<file path="config.mk">
export PLATFORM = sky130hd
export DESIGN_NAME = icebus_slave_frame_handler
export DESIGN_NICKNAME = d
export VERILOG_FILES = /design/src/rtl/icebus_pkg.sv /design/src/rtl/icebus_frame_serializer.sv /design/src/rtl/icebus_slave_frame_handler.sv
export SDC_FILE = /design/constraint.sdc
export NUM_CORES = 2
export LEC_CHECK = 0
export BUFFER_PORTS_ARGS = -buffer_cell sky130_fd_sc_hd__buf_2
export CORE_ASPECT_RATIO = 1.4
export CORE_MARGIN = 4
export CORE_UTILIZATION = 54
export CTS_CLUSTER_DIAMETER = 50
export DETAILED_ROUTE_END_ITERATION = 10
export PLACE_DENSITY = 0.76
export SYNTH_ARGS = -nofsm -noshare
export SYNTH_HDL_FRONTEND = slang
export SYNTH_HIERARCHICAL = 1
export SYNTH_SLANG_ARGS = --single-unit
</file>
<file path="constraint.sdc">
create_clock -name clk -period 18.7 [get_ports clk]
set_input_delay 0.935 -clock clk [delete_from_list [all_inputs] [get_ports clk]]
set_output_delay 0.935 -clock clk [all_outputs]
set_load 0.01 [all_outputs]
</file>
<file path="src/rtl/icebus_pkg.sv">
// Shared iCEbus definitions: frame magics, lengths, FSM state types and the CRC-16 step.
package icebus_pkg;

   localparam int unsigned MAGIC_NUMBER_LENGTH = 4;

   localparam logic [31:0] MAGIC_STATUS_REQUEST = 32'h1CE1CEBB;
   localparam logic [31:0] MAGIC_SETPOINT       = 32'hD0D0D0D0;
   localparam logic [31:0] MAGIC_CONTROL_MODE   = 32'hBAADA555;
   localparam logic [31:0] MAGIC_STATUS         = 32'h1CEB00DA;

   localparam int unsigned LEN_STATUS_REQUEST = 7;
   localparam int unsigned LEN_SETPOINT       = 13;
   localparam int unsigned LEN_CONTROL_MODE   = 28;
   localparam int unsigned LEN_STATUS         = 28;

   // Largest payload (everything after the magic) the slave has to buffer.
   localparam int unsigned MAX_PAYLOAD = LEN_CONTROL_MODE - MAGIC_NUMBER_LENGTH;

   typedef enum logic [2:0] {
      StHunt, StCollect, StCheck, StApply, StTurnaround, StBuild, StSend
   } state_t;

   typedef enum logic [1:0] {FrStatusRequest, FrSetpoint, FrControlMode} frame_t;

   typedef enum logic [1:0] {SerIdle, SerLoad, SerBusy} ser_state_t;

   // CRC-16, polynomial 0x1021, data MSB first.
   function automatic logic [15:0] nextCRC16_D8(input logic [7:0] data, input logic [15:0] crc);
      logic [15:0] c;
      c = crc;
      for (int i = 7; i >= 0; i--) begin
         if (c[15] ^ data[i]) c = {c[14:0], 1'b0} ^ 16'h1021;
         else                 c = {c[14:0], 1'b0};
      end
      return c;
   endfunction

endpackage

</file>
<file path="src/rtl/icebus_frame_serializer.sv">
// Streams a fixed-length byte frame into uart_tx: one start pulse per byte, advancing on the
// falling edge of tx_active.
module icebus_frame_serializer
   import icebus_pkg::*;
#(
   parameter int unsigned FRAME_LEN = 28,
   localparam int unsigned IdxW = $clog2(FRAME_LEN)
) (
   input  logic            clk,
   input  logic            reset,
   input  logic            start,
   input  logic [7:0]      byte_data,
   output logic [IdxW-1:0] byte_index,
   input  logic            tx_active,
   output logic [7:0]      tx_data,
   output logic            tx_transmit,
   output logic            done
);

   localparam logic [IdxW-1:0] LastIdx = IdxW'(FRAME_LEN - 1);

   ser_state_t      ser_q, ser_d;
   logic [IdxW-1:0] idx_q, idx_d;
   logic [7:0]      data_d;
   logic            pulse_d;
   logic            active_q;

   assign byte_index = idx_q;

   always_comb begin
      ser_d   = ser_q;
      idx_d   = idx_q;
      data_d  = tx_data;
      pulse_d = 1'b0;
      done    = 1'b0;
      unique case (ser_q)
         SerIdle: begin
            if (start) begin
               idx_d = '0;
               ser_d = SerLoad;
            end
         end
         SerLoad: begin
            if (!tx_active) begin
               data_d  = byte_data;
               pulse_d = 1'b1;
               ser_d   = SerBusy;
            end
         end
         SerBusy: begin
            if (active_q && !tx_active) begin
               if (idx_q == LastIdx) begin
                  done  = 1'b1;
                  ser_d = SerIdle;
               end else begin
                  idx_d = idx_q + IdxW'(1);
                  ser_d = SerLoad;
               end
            end
         end
         default: ser_d = SerIdle;
      endcase
   end

   always_ff @(posedge clk or posedge reset) begin
      if (reset) begin
         ser_q       <= SerIdle;
         idx_q       <= '0;
         tx_data     <= '0;
         tx_transmit <= 1'b0;
         active_q    <= 1'b0;
      end else begin
         ser_q       <= ser_d;
         idx_q       <= idx_d;
         tx_data     <= data_d;
         tx_transmit <= pulse_d;
         active_q    <= tx_active;
      end
   end

endmodule

</file>
<file path="src/rtl/icebus_slave_frame_handler.sv">
// Slave end of the iCEbus link: parses request/setpoint/control frames for my_id, latches
// controller parameters and answers status requests with a CRC-protected status frame.
module icebus_slave_frame_handler
   import icebus_pkg::*;
#(
   parameter int unsigned CLK_FREQ_HZ         = 50_000_000,
   parameter int unsigned BYTE_TIMEOUT_CYCLES = 50_000,
   parameter int unsigned TURNAROUND_CYCLES   = 1_000
) (
   input  logic               clk,
   input  logic               reset,
   input  logic [7:0]         my_id,
   input  logic               rx_data_ready,
   input  logic [7:0]         rx_data,
   output logic [7:0]         tx_data,
   output logic               tx_transmit,
   input  logic               tx_active,
   input  logic signed [23:0] encoder0_position,
   input  logic signed [23:0] encoder1_position,
   input  logic signed [23:0] duty,
   input  logic signed [23:0] displacement,
   input  logic signed [15:0] current,
   output logic [7:0]         control_mode,
   output logic signed [15:0] Kp,
   output logic signed [15:0] Ki,
   output logic signed [15:0] Kd,
   output logic signed [23:0] PWMLimit,
   output logic signed [23:0] IntegralLimit,
   output logic signed [23:0] deadband,
   output logic signed [23:0] setpoint,
   output logic signed [15:0] current_limit,
   output logic [23:0]        neopxl_color,
   output logic               params_updated,
   output logic [15:0]        crc_error_count,
   output logic [15:0]        timeout_count
);

   // An inter-byte gap longer than one second is never meaningful on this link.
   localparam int unsigned TimeoutCycles =
      (BYTE_TIMEOUT_CYCLES < CLK_FREQ_HZ) ? BYTE_TIMEOUT_CYCLES : CLK_FREQ_HZ;
   localparam int unsigned GapW = $clog2(TimeoutCycles + 1);
   localparam int unsigned TaW  = $clog2(TURNAROUND_CYCLES + 1);
   // Build step 0 snapshots, 1..22 run the CRC, 23 writes the CRC bytes.
   localparam logic [4:0]  BuildLast = 5'd23;

   state_t         state_q, state_d;
   frame_t         frame_q, frame_d;
   logic [23:0]    window_q;
   logic [31:0]    window_next;
   logic [4:0]     cnt_q, plen, build_q, ser_index;
   logic [7:0]     payload_q [MAX_PAYLOAD];
   logic [7:0]     reply_q [LEN_STATUS];
   logic [15:0]    crc_q;
   logic [GapW-1:0] gap_q;
   logic [TaW-1:0] ta_q;
   logic           crc_ok, timeout_hit, changed, ser_start, ser_done;

   logic [23:0] s_setpoint, s_color, c_pwm, c_il, c_db, c_setpoint;
   logic [15:0] c_kp, c_ki, c_kd, c_cl;
   logic [7:0]  c_mode;

   assign s_setpoint = {payload_q[1], payload_q[2], payload_q[3]};
   assign s_color    = {payload_q[4], payload_q[5], payload_q[6]};
   assign c_mode     = payload_q[1];
   assign c_kp       = {payload_q[2], payload_q[3]};
   assign c_ki       = {payload_q[4], payload_q[5]};
   assign c_kd       = {payload_q[6], payload_q[7]};
   assign c_pwm      = {payload_q[8], payload_q[9], payload_q[10]};
   assign c_il       = {payload_q[11], payload_q[12], payload_q[13]};
   assign c_db       = {payload_q[14], payload_q[15], payload_q[16]};
   assign c_setpoint = {payload_q[17], payload_q[18], payload_q[19]};
   assign c_cl       = {payload_q[20], payload_q[21]};

   always_comb begin
      unique case (frame_q)
         FrStatusRequest: plen = 5'(LEN_STATUS_REQUEST - MAGIC_NUMBER_LENGTH);
         FrSetpoint:      plen = 5'(LEN_SETPOINT - MAGIC_NUMBER_LENGTH);
         default:         plen = 5'(LEN_CONTROL_MODE - MAGIC_NUMBER_LENGTH);
      endcase
   end

   always_comb begin
      window_next = {window_q, rx_data};
      state_d     = state_q;
      frame_d     = frame_q;
      timeout_hit = 1'b0;
      ser_start   = 1'b0;
      crc_ok      = (crc_q == {payload_q[plen - 5'd2], payload_q[plen - 5'd1]});
      if (frame_q == FrSetpoint) begin
         changed = (s_setpoint != setpoint) || (s_color != neopxl_color);
      end else begin
         changed = (c_mode != control_mode) || (c_kp != Kp) || (c_ki != Ki) || (c_kd != Kd) ||
                   (c_pwm != PWMLimit) || (c_il != IntegralLimit) || (c_db != deadband) ||
                   (c_setpoint != setpoint) || (c_cl != current_limit);
      end
      unique case (state_q)
         StHunt: begin
            if (rx_data_ready) begin
               if (window_next == MAGIC_STATUS_REQUEST) begin
                  frame_d = FrStatusRequest;
                  state_d = StCollect;
               end else if (window_next == MAGIC_SETPOINT) begin
                  frame_d = FrSetpoint;
                  state_d = StCollect;
               end else if (window_next == MAGIC_CONTROL_MODE) begin
                  frame_d = FrControlMode;
                  state_d = StCollect;
               end
            end
         end
         StCollect: begin
            if (rx_data_ready) begin
               if (cnt_q == plen - 5'd1) state_d = StCheck;
            end else if (gap_q >= GapW'(TimeoutCycles)) begin
               timeout_hit = 1'b1;
               state_d     = StHunt;
            end
         end
         StCheck: begin
            if (!crc_ok || payload_q[0] != my_id) state_d = StHunt;
            else if (frame_q == FrStatusRequest)  state_d = StTurnaround;
            else                                  state_d = StApply;
         end
         StApply: state_d = StHunt;
         StTurnaround: begin
            if (ta_q == TaW'(TURNAROUND_CYCLES - 1)) state_d = StBuild;
         end
         StBuild: begin
            if (build_q == BuildLast) begin
               ser_start = 1'b1;
               state_d   = StSend;
            end
         end
         StSend: begin
            if (ser_done) state_d = StHunt;
         end
         default: state_d = StHunt;
      endcase
   end

   always_ff @(posedge clk or posedge reset) begin
      if (reset) begin
         state_q         <= StHunt;
         frame_q         <= FrStatusRequest;
         window_q        <= '0;
         cnt_q           <= '0;
         crc_q           <= '0;
         gap_q           <= '0;
         ta_q            <= '0;
         build_q         <= '0;
         for (int i = 0; i < MAX_PAYLOAD; i++) payload_q[i] <= '0;
         for (int i = 0; i < LEN_STATUS; i++) reply_q[i] <= '0;
         control_mode    <= '0;
         Kp              <= '0;
         Ki              <= '0;
         Kd              <= '0;
         PWMLimit        <= '0;
         IntegralLimit   <= '0;
         deadband        <= '0;
         setpoint        <= '0;
         current_limit   <= '0;
         neopxl_color    <= '0;
         params_updated  <= 1'b0;
         crc_error_count <= '0;
         timeout_count   <= '0;
      end else begin
         state_q        <= state_d;
         frame_q        <= frame_d;
         params_updated <= 1'b0;
         window_q       <= '0;
         unique case (state_q)
            StHunt: begin
               window_q <= rx_data_ready ? window_next[23:0] : window_q;
               if (state_d == StCollect) begin
                  cnt_q <= '0;
                  crc_q <= 16'hFFFF;
                  gap_q <= '0;
               end
            end
            StCollect: begin
               if (rx_data_ready) begin
                  payload_q[cnt_q] <= rx_data;
                  cnt_q            <= cnt_q + 5'd1;
                  gap_q            <= '0;
                  // The trailing two bytes are the received CRC and are stored raw.
                  if (cnt_q < plen - 5'd2) crc_q <= nextCRC16_D8(rx_data, crc_q);
               end else begin
                  gap_q <= gap_q + GapW'(1);
               end
               if (timeout_hit && timeout_count != 16'hFFFF) timeout_count <= timeout_count + 16'd1;
            end
            StCheck: begin
               ta_q    <= '0;
               build_q <= '0;
               if (!crc_ok && crc_error_count != 16'hFFFF) begin
                  crc_error_count <= crc_error_count + 16'd1;
               end
            end
            StApply: begin
               params_updated <= changed;
               if (frame_q == FrSetpoint) begin
                  setpoint     <= s_setpoint;
                  neopxl_color <= s_color;
               end else begin
                  control_mode  <= c_mode;
                  Kp            <= c_kp;
                  Ki            <= c_ki;
                  Kd            <= c_kd;
                  PWMLimit      <= c_pwm;
                  IntegralLimit <= c_il;
                  deadband      <= c_db;
                  setpoint      <= c_setpoint;
                  current_limit <= c_cl;
               end
            end
            StTurnaround: ta_q <= ta_q + TaW'(1);
            StBuild: begin
               build_q <= build_q + 5'd1;
               if (build_q == 5'd0) begin
                  reply_q[0]  <= MAGIC_STATUS[31:24];
                  reply_q[1]  <= MAGIC_STATUS[23:16];
                  reply_q[2]  <= MAGIC_STATUS[15:8];
                  reply_q[3]  <= MAGIC_STATUS[7:0];
                  reply_q[4]  <= my_id;
                  reply_q[5]  <= control_mode;
                  reply_q[6]  <= encoder0_position[23:16];
                  reply_q[7]  <= encoder0_position[15:8];
                  reply_q[8]  <= encoder0_position[7:0];
                  reply_q[9]  <= encoder1_position[23:16];
                  reply_q[10] <= encoder1_position[15:8];
                  reply_q[11] <= encoder1_position[7:0];
                  reply_q[12] <= setpoint[23:16];
                  reply_q[13] <= setpoint[15:8];
                  reply_q[14] <= setpoint[7:0];
                  reply_q[15] <= duty[23:16];
                  reply_q[16] <= duty[15:8];
                  reply_q[17] <= duty[7:0];
                  reply_q[18] <= displacement[23:16];
                  reply_q[19] <= displacement[15:8];
                  reply_q[20] <= displacement[7:0];
                  reply_q[21] <= current[15:8];
                  reply_q[22] <= current[7:0];
                  reply_q[23] <= neopxl_color[23:16];
                  reply_q[24] <= neopxl_color[15:8];
                  reply_q[25] <= neopxl_color[7:0];
                  crc_q       <= 16'hFFFF;
               end else if (build_q == BuildLast) begin
                  reply_q[26] <= crc_q[15:8];
                  reply_q[27] <= crc_q[7:0];
               end else begin
                  crc_q <= nextCRC16_D8(reply_q[build_q + 5'd3], crc_q);
               end
            end
            default: ;
         endcase
      end
   end

   icebus_frame_serializer #(
      .FRAME_LEN (LEN_STATUS)
   ) u_serializer (
      .clk         (clk),
      .reset       (reset),
      .start       (ser_start),
      .byte_data   (reply_q[ser_index]),
      .byte_index  (ser_index),
      .tx_active   (tx_active),
      .tx_data     (tx_data),
      .tx_transmit (tx_transmit),
      .done        (ser_done)
   );

endmodule

</file>
# After elaboration in Yosys (flattened, before gate mapping)
# Cells that the tools add are included.
[classes] add_sub_neg=10 order_cmp=8 eq_ne=41 n_mux=128 bitwise_logic=39 n_reduce_logical=40
[ops] cell="16-bit two-way mux" count=49
[ops] cell="13-bit two-way mux" count=16
[ops] cell="192-bit bitwise mux" count=1
[ops] cell="8-bit binary-select mux with 5-bit select" count=4
[ops] cell="24-bit inequality test" count=6
[ops] cell="24-bit two-way mux" count=3
[ops] cell="8-bit two-way mux" count=9
[ops] cell="32-bit equality test (second input constant)" count=2
[ops] cell="16-bit inequality test" count=4
[ops] cell="16-bit by 1-bit adder with 16-bit output (second input constant)" count=3
[ops] cell="16-bit case mux with 3 select lines" count=1
[ops] cell="3-bit inverter" count=15
[ops] cell="8-bit demux with 5-bit select" count=1
[ops] cell="5-bit case mux with 2 select lines" count=4
[ops] cell="3-bit two-way mux" count=12
[ops] cell="32-bit by 29-bit equality test with 1-bit output (second input constant)" count=1
[ops] cell="16-bit inequality test (second input constant)" count=2
[ops] cell="16-bit case mux with 2 select lines" count=1
[ops] cell="6-bit greater-or-equal comparator (second input constant)" count=5
[ops] cell="5-bit inverter with 6-bit output" count=5
[ops] cell="5-bit two-way mux" count=5
[ops] cell="10-bit case mux with 2 select lines" count=1
[ops] cell="3-bit case mux with 6 select lines" count=1
[ops] cell="16-bit equality test" count=1
[ops] cell="other kinds (37)" count=114
[word_totals] ff_bits=710 inputBits=132 output_inout_bits=234 word_cells=343

# Longest topological paths before layout
[logic_depth] ltp_word=45 mapped_depth=15 ltp_nobuf=10

# Modules after synthesis
# The synthesis kept the hierarchy.
[by_module_without_submodules] mod="icebus_slave_frame_handler" n_inst=1 cells_each=3038 area_each_um2=34540.6 seq_area_each_um2=17291.6
[by_module_without_submodules] mod="icebus_frame_serializer" n_inst=1 cells_each=58 area_each_um2=744.5 seq_area_each_um2=425.4

# Worst setup path before layout
# Ideal clock, no wire load.
[synth_timing] kind="register -> register" start="reg build_q[0]" end="reg crc_q[14]" setup_ns=0.126 arrival_time_ns=3.335 path_slack_ns=15.239 path_stages_with_launch=16 n_path_buf=6 period_less_slack_ns=3.461 cell_sequence="dfrtp_1 buf_6 buf_12 inv_1 ha_1 buf_2 buf_2 buf_2 clkbuf_1 mux4_2 nand4_1 o31ai_1 a211oi_1 xnor3_1 mux2i_1 o32a_1"
[synth_between] elab_chain_cells=30 word_cells_on_any_way=38 cone_classes="add/sub (1); eq/ne (4); mux (28); bitwise (3); reduce/logical (2)"
[synth_rtl] element="start: declaration" line_no="icebus_slave_frame_handler.sv:50" source="logic [4:0] cnt_q, plen, build_q, ser_index;"
[synth_rtl] element="start signal: assignment" line_no="icebus_slave_frame_handler.sv:218" source="build_q <= build_q + 5'd1;"
[synth_rtl] element="5-bit by 2-bit adder with 5-bit output" line_no="icebus_slave_frame_handler.sv:251" source="crc_q <= nextCRC16_D8(reply_q[build_q + 5'd3], crc_q);"
[synth_rtl] element="5-bit inverter with 6-bit output (implied by the code)" line_no="icebus_slave_frame_handler.sv:251"
[synth_rtl] element="8-bit binary-select mux with 5-bit select" line_no="icebus_slave_frame_handler.sv:251"
[synth_rtl] element="8-bit two-way mux (implied by the code) (2 in series)" line_no="icebus_slave_frame_handler.sv:251"
[synth_rtl] element="1-bit bitwise XOR" line_no="icebus_pkg.sv:32" source="if (c[15] ^ data[i]) c = {c[14:0], 1'b0} ^ 16'h1021;"
[synth_rtl] element="13-bit two-way mux" line_no="icebus_pkg.sv:32"
[synth_rtl] element="16-bit two-way mux" line_no="icebus_slave_frame_handler.sv:247" source="end else if (build_q == BuildLast) begin"
[synth_rtl] element="16-bit two-way mux" line_no="icebus_slave_frame_handler.sv:219" source="if (build_q == 5'd0) begin"
[synth_rtl] element="[... 13 more ...]"
[synth_rtl] element="16-bit two-way mux" line_no="icebus_slave_frame_handler.sv:219"
[synth_rtl] element="16-bit two-way mux" line_no="icebus_slave_frame_handler.sv:171" source="unique case (state_q)"
[synth_rtl] element="16-bit two-way mux" line_no="icebus_slave_frame_handler.sv:247"
[synth_rtl] element="16-bit two-way mux" line_no="icebus_slave_frame_handler.sv:219"
[synth_rtl] element="16-bit two-way mux" line_no="icebus_slave_frame_handler.sv:171"
[synth_rtl] element="16-bit two-way mux" line_no="icebus_slave_frame_handler.sv:247"
[synth_rtl] element="16-bit two-way mux" line_no="icebus_slave_frame_handler.sv:219"
[synth_rtl] element="16-bit case mux with 3 select lines" line_no="icebus_slave_frame_handler.sv:171"
[synth_rtl] element="end signal: assignment" line_no="icebus_slave_frame_handler.sv:186" source="if (cnt_q < plen - 5'd2) crc_q <= nextCRC16_D8(rx_data, crc_q);"
[synth_rtl] element="end signal: assignment" line_no="icebus_slave_frame_handler.sv:251"
[synth_rtl] element="end: declaration" line_no="icebus_slave_frame_handler.sv:53" source="logic [15:0] crc_q;"
# Several ways; a longest one is shown, not always the timed one. The select of a mux whose other input is x is not followed.
# A chain may end at the register's enable or synchronous reset.

# Final worst setup path
[layout_timing] start="reg build_q[0]" end="reg crc_q[15]"
[layout_between] elab_chain_cells=33 word_cells_on_any_way=41 cone_classes="add/sub (1); eq/ne (4); mux (31); bitwise (3); reduce/logical (2)"
[layout_rtl] element="5-bit by 2-bit adder with 5-bit output" line_no="icebus_slave_frame_handler.sv:251"
[layout_rtl] element="5-bit inverter with 6-bit output (implied by the code)" line_no="icebus_slave_frame_handler.sv:251"
[layout_rtl] element="8-bit binary-select mux with 5-bit select" line_no="icebus_slave_frame_handler.sv:251"
[layout_rtl] element="8-bit two-way mux (implied by the code) (2 in series)" line_no="icebus_slave_frame_handler.sv:251"
[layout_rtl] element="1-bit bitwise XOR" line_no="icebus_pkg.sv:32"
[layout_rtl] element="13-bit two-way mux" line_no="icebus_pkg.sv:32"
[layout_rtl] element="16-bit two-way mux" line_no="icebus_slave_frame_handler.sv:247"
[layout_rtl] element="16-bit two-way mux" line_no="icebus_slave_frame_handler.sv:219"
[layout_rtl] element="[... 16 more ...]"
[layout_rtl] element="16-bit two-way mux" line_no="icebus_slave_frame_handler.sv:219"
[layout_rtl] element="16-bit two-way mux" line_no="icebus_slave_frame_handler.sv:171"
[layout_rtl] element="16-bit two-way mux" line_no="icebus_slave_frame_handler.sv:247"
[layout_rtl] element="16-bit two-way mux" line_no="icebus_slave_frame_handler.sv:219"
[layout_rtl] element="16-bit two-way mux" line_no="icebus_slave_frame_handler.sv:171"
[layout_rtl] element="16-bit two-way mux" line_no="icebus_slave_frame_handler.sv:247"
[layout_rtl] element="16-bit two-way mux" line_no="icebus_slave_frame_handler.sv:219"
[layout_rtl] element="16-bit case mux with 3 select lines" line_no="icebus_slave_frame_handler.sv:171"
# Several ways; a longest one is shown, not always the timed one. The select of a mux whose other input is x is not followed.

==> impl_results.md <==
* Pre-CTS setup slack at 13.47 ns
* Area Growth Syn to Fin at 14.5%
* Most Used Layer, Global Route: met2
* Multiplexer area fraction after synthesis at 0.211
* Setup WS post-layout at 13.97 ns
* GPL Wtd Cong at 0.950
* Clock root cell: clkbuf_16
* Clock Skews at 0.0378 ns
* Final Setup Violations at 0
* Most frequent cell after synthesis: dfrtp_1
* Critical Path, Cell by Cell: inv_1, ha_2, buf_4, mux4_2, o311a_1, a22oi_1, xnor3_2, mux2i_1, o32a_1
* Crit start category: flip-flop
* GRT met3 Usage at 0.0676
* Port bufs at 365
* Worst Hold Class: primary input to asynchronous set/reset pin
* Maximum clock path buffer count at 3
* Placed Area at 37,800 um2
* Share of layout cells above drive strength 1 at 0.295
* Post-DP HPWL at 79,100 um
* Synth area leaders: dfrtp_1 50%, mux2_2 12%, nand2_1 7.1%
* Syn_area_per_cell at 11.4 um2
* Reg with most FFs: reply_q
* Number of flops mapped to enable cells by yosys at 0
* Lkg Pwr at 20.0 nW
* Pwr dens at 101 nW/um2
* CP Buf/Inv Count at 2
* Synth Area in Adders at 0.00638
* Met1 Track Usage GR at 0.387
* Row Count at 110
* # Post-CTS Setup Buffers at 0
* Dpl cells at 4,164
* Post-cts sizing count at 0
* R2R setup slack at 13.97 ns
* Multi-input logic area at 16,800 um2
* Worst-Margin Slew at 1.21 ns
* RSZ-0062 raised after global routing: no
* R2R depth at 9
* Worst rel slew slack at 0.196
* WP data required at 19.20 ns
* Synth Warn # at 6
* Peak VDD IR at 80.3 uV
* Vias per cell at 6.14
* Crit-path max cell delay at 0.77 ns
* Simple-gate share of the synthesized area at 0.130
* Remaining antenna violation count after routing at 0
* Design Power at 4.08 mW
* Fill count at 5,151
* Final std cells w/o fill at 4,298
* Met2 Resource Use GR at 0.514
* CP max FO at 49
* Netlist Area Pre-Place at 35,300 um2
* Setup CP Type: flip-flop to flip-flop
* Complex-gate fraction of the synthesized area at 0.0486
* Top post-synthesis cells by count: 708 x dfrtp_1, 664 x nand2_1, 380 x mux2_2, 186 x xnor2_1, 138 x clkbuf_1
* H-Tree Depth at 3
* FF+latch area at 17,700 um2
* Top_reg_cell synth: dfrtp_1
* Initial Util at 0.547
* Final WL at 111,000 um
* CTS Hold Buffers Added at 0
* Core area at 64,500 um2
* # DRC at 0
* Crit-path slowest cell: dfrtp_2
* CTS clk-pin slew, worst paths at 0.07 ns
* Final Max Slew Viols at 0
* Die X-Extent at 224 um
* Number of cells on the critical path at 9
* Worst r2r src: build_q[0]
* Initial antenna violation count at 1
* Count of cell types in the netlist at 82
* Die area at 69,600 um2
* CP top delay family: compound AO/OA/AOI/OAI gates
* Largest family of logic cells by synthesized area: multiplexers
* Fmax at 211 MHz
* Sequential share of the synthesized area at 0.502
* Outcome: finished, final reports clean
* Vias in the first global route at 26,391
* Die H at 310 um
* Io pins at 366
* Share of the synthesized area in the top cell type at 0.502
* Critical Path End Type: flip-flop
* Number of DRC violations after detailed-routing iteration 0 at 2,785
* Setup TNS at 0 ns
* XOR/XNOR Fraction of Synth Area at 0.0772
* Design area at 40,400 um2
* Period utilization at 0.253
* Endpoints failing hold at 0
* Period minus WS final at 4.73 ns
* Mapped Cells at 3,096
* Routed via count at 26,377
* Yosys reg bits at 708
* CTS Sinks at 708
* Global Route Usage Sum at 0.314
* Yosys top cell by area: dfrtp_1
* CTS Buf Count at 73
* Router iterations before antenna repair at 5
* Ys async rst share at 1.00
* CP arrival at 5.23 ns
* Worst-Skew Late Latency at 0.64 ns
* Worst reg2reg endpoint: crc_q[15]
* Synth Net Count at 3,246
* Total gr overflow at 0
* Total of max-cap violations at 0
* CTS tree: built
* Max reg flops at 193
* Largest net degree at the start of global routing at 179
* # nets final at 3,549
* WL/cell at 25.8 um
* First-pass GRT wire length at 165,000 um
-- worst max-delay path by stage --
stage / from / to
final: build_q[0] / crc_q[15]
after global routing: reset / timeout_count[14]
after CTS: build_q[0] / crc_q[15]
after detailed placement: reset / timeout_count[6]
after global placement: reset / timeout_count[6]
after floorplan: reset / IntegralLimit[0]
-- area by class of cell --
cell class                      count  area share
Sequential cell                   708       0.439
Multi-Input combinational cell   2180       0.415
Timing Repair Buffer              409      0.0537
Clock buffer                      104      0.0519
Tap cell                          840      0.0260
Clock inverter                     29      0.0122
Inverter                           27     0.00260
Antenna cell                        1   0.0000620
-- power by group --
group | internal, mW | switching (mW)
clock network | 0.943 | 0.639
logic | 0.301 | 0.361
registers | 1.64 | 0.199
total | 2.88 | 1.20
-- stage by stage --
step	hold slack [ns]	util
finish	0.417	0.626
global route	0.464	0.626
CTS	0.405	0.626
detailed placement	0.469	0.586
global placement	0.462	0.586
floorplan	0.451	-
-- placed cells by master (no fill, tap or decap), types with 8 or more instances in the layout --
master | netlist | layout
mux2_1 | 8 | 8
mux2_2 | 380 | 380
xnor2_1 | 186 | 184
o21ai_0 | 85 | 85
inv_1 | 26 | 25
nor4_1 | 35 | 35
clkbuf_8 | 0 | 11
and2_1 | 9 | 9
nand3_1 | 41 | 41
nor2b_1 | 29 | 29
nand4_1 | 65 | 65
nor2_1 | 79 | 77
clkinv_2 | 0 | 8
buf_4 | 2 | 43
o211ai_1 | 24 | 24
bufinv_16 | 0 | 11
mux4_2 | 89 | 89
and3_1 | 33 | 33
a211o_1 | 16 | 16
clkbuf_16 | 0 | 75
a211oi_1 | 11 | 11
or3_1 | 9 | 8
ha_1 | 18 | 17
mux2i_1 | 106 | 106
buf_2 | 23 | 365
clkbuf_1 | 138 | 18
a31oi_1 | 10 | 10
a21oi_1 | 26 | 26
nor3b_1 | 9 | 9
dfrtp_1 | 708 | 705
nand2b_1 | 10 | 9
nand2_1 | 664 | 664
xor2_1 | 105 | 105
-- logic make-up after synthesis --
group	Yosys count
xor gates and xnor gates	300
and+or+nand+nor	1023
buffers and inverters	208
DFF	708
other	1
muxes	584
adders and majority gates	18
AOI/OAI and AO/OA	254
-- worst register-to-register path, stage by stage (launching register included) --
cell	delay, ns
dfrtp_2	0.77
inv_1	0.29
ha_2	0.62
buf_4	0.61
mux4_2	0.69
o311a_1	0.31
a22oi_1	0.49
xnor3_2	0.40
mux2i_1	0.15
o32a_1	0.29
-- metal layers --
metal	wire [um]	share of wire
met2	53300	0.48
met5	0	0
met1	41500	0.37
met4	7430	0.067
met3	8720	0.079
Power figures use the tool's default switching activity.
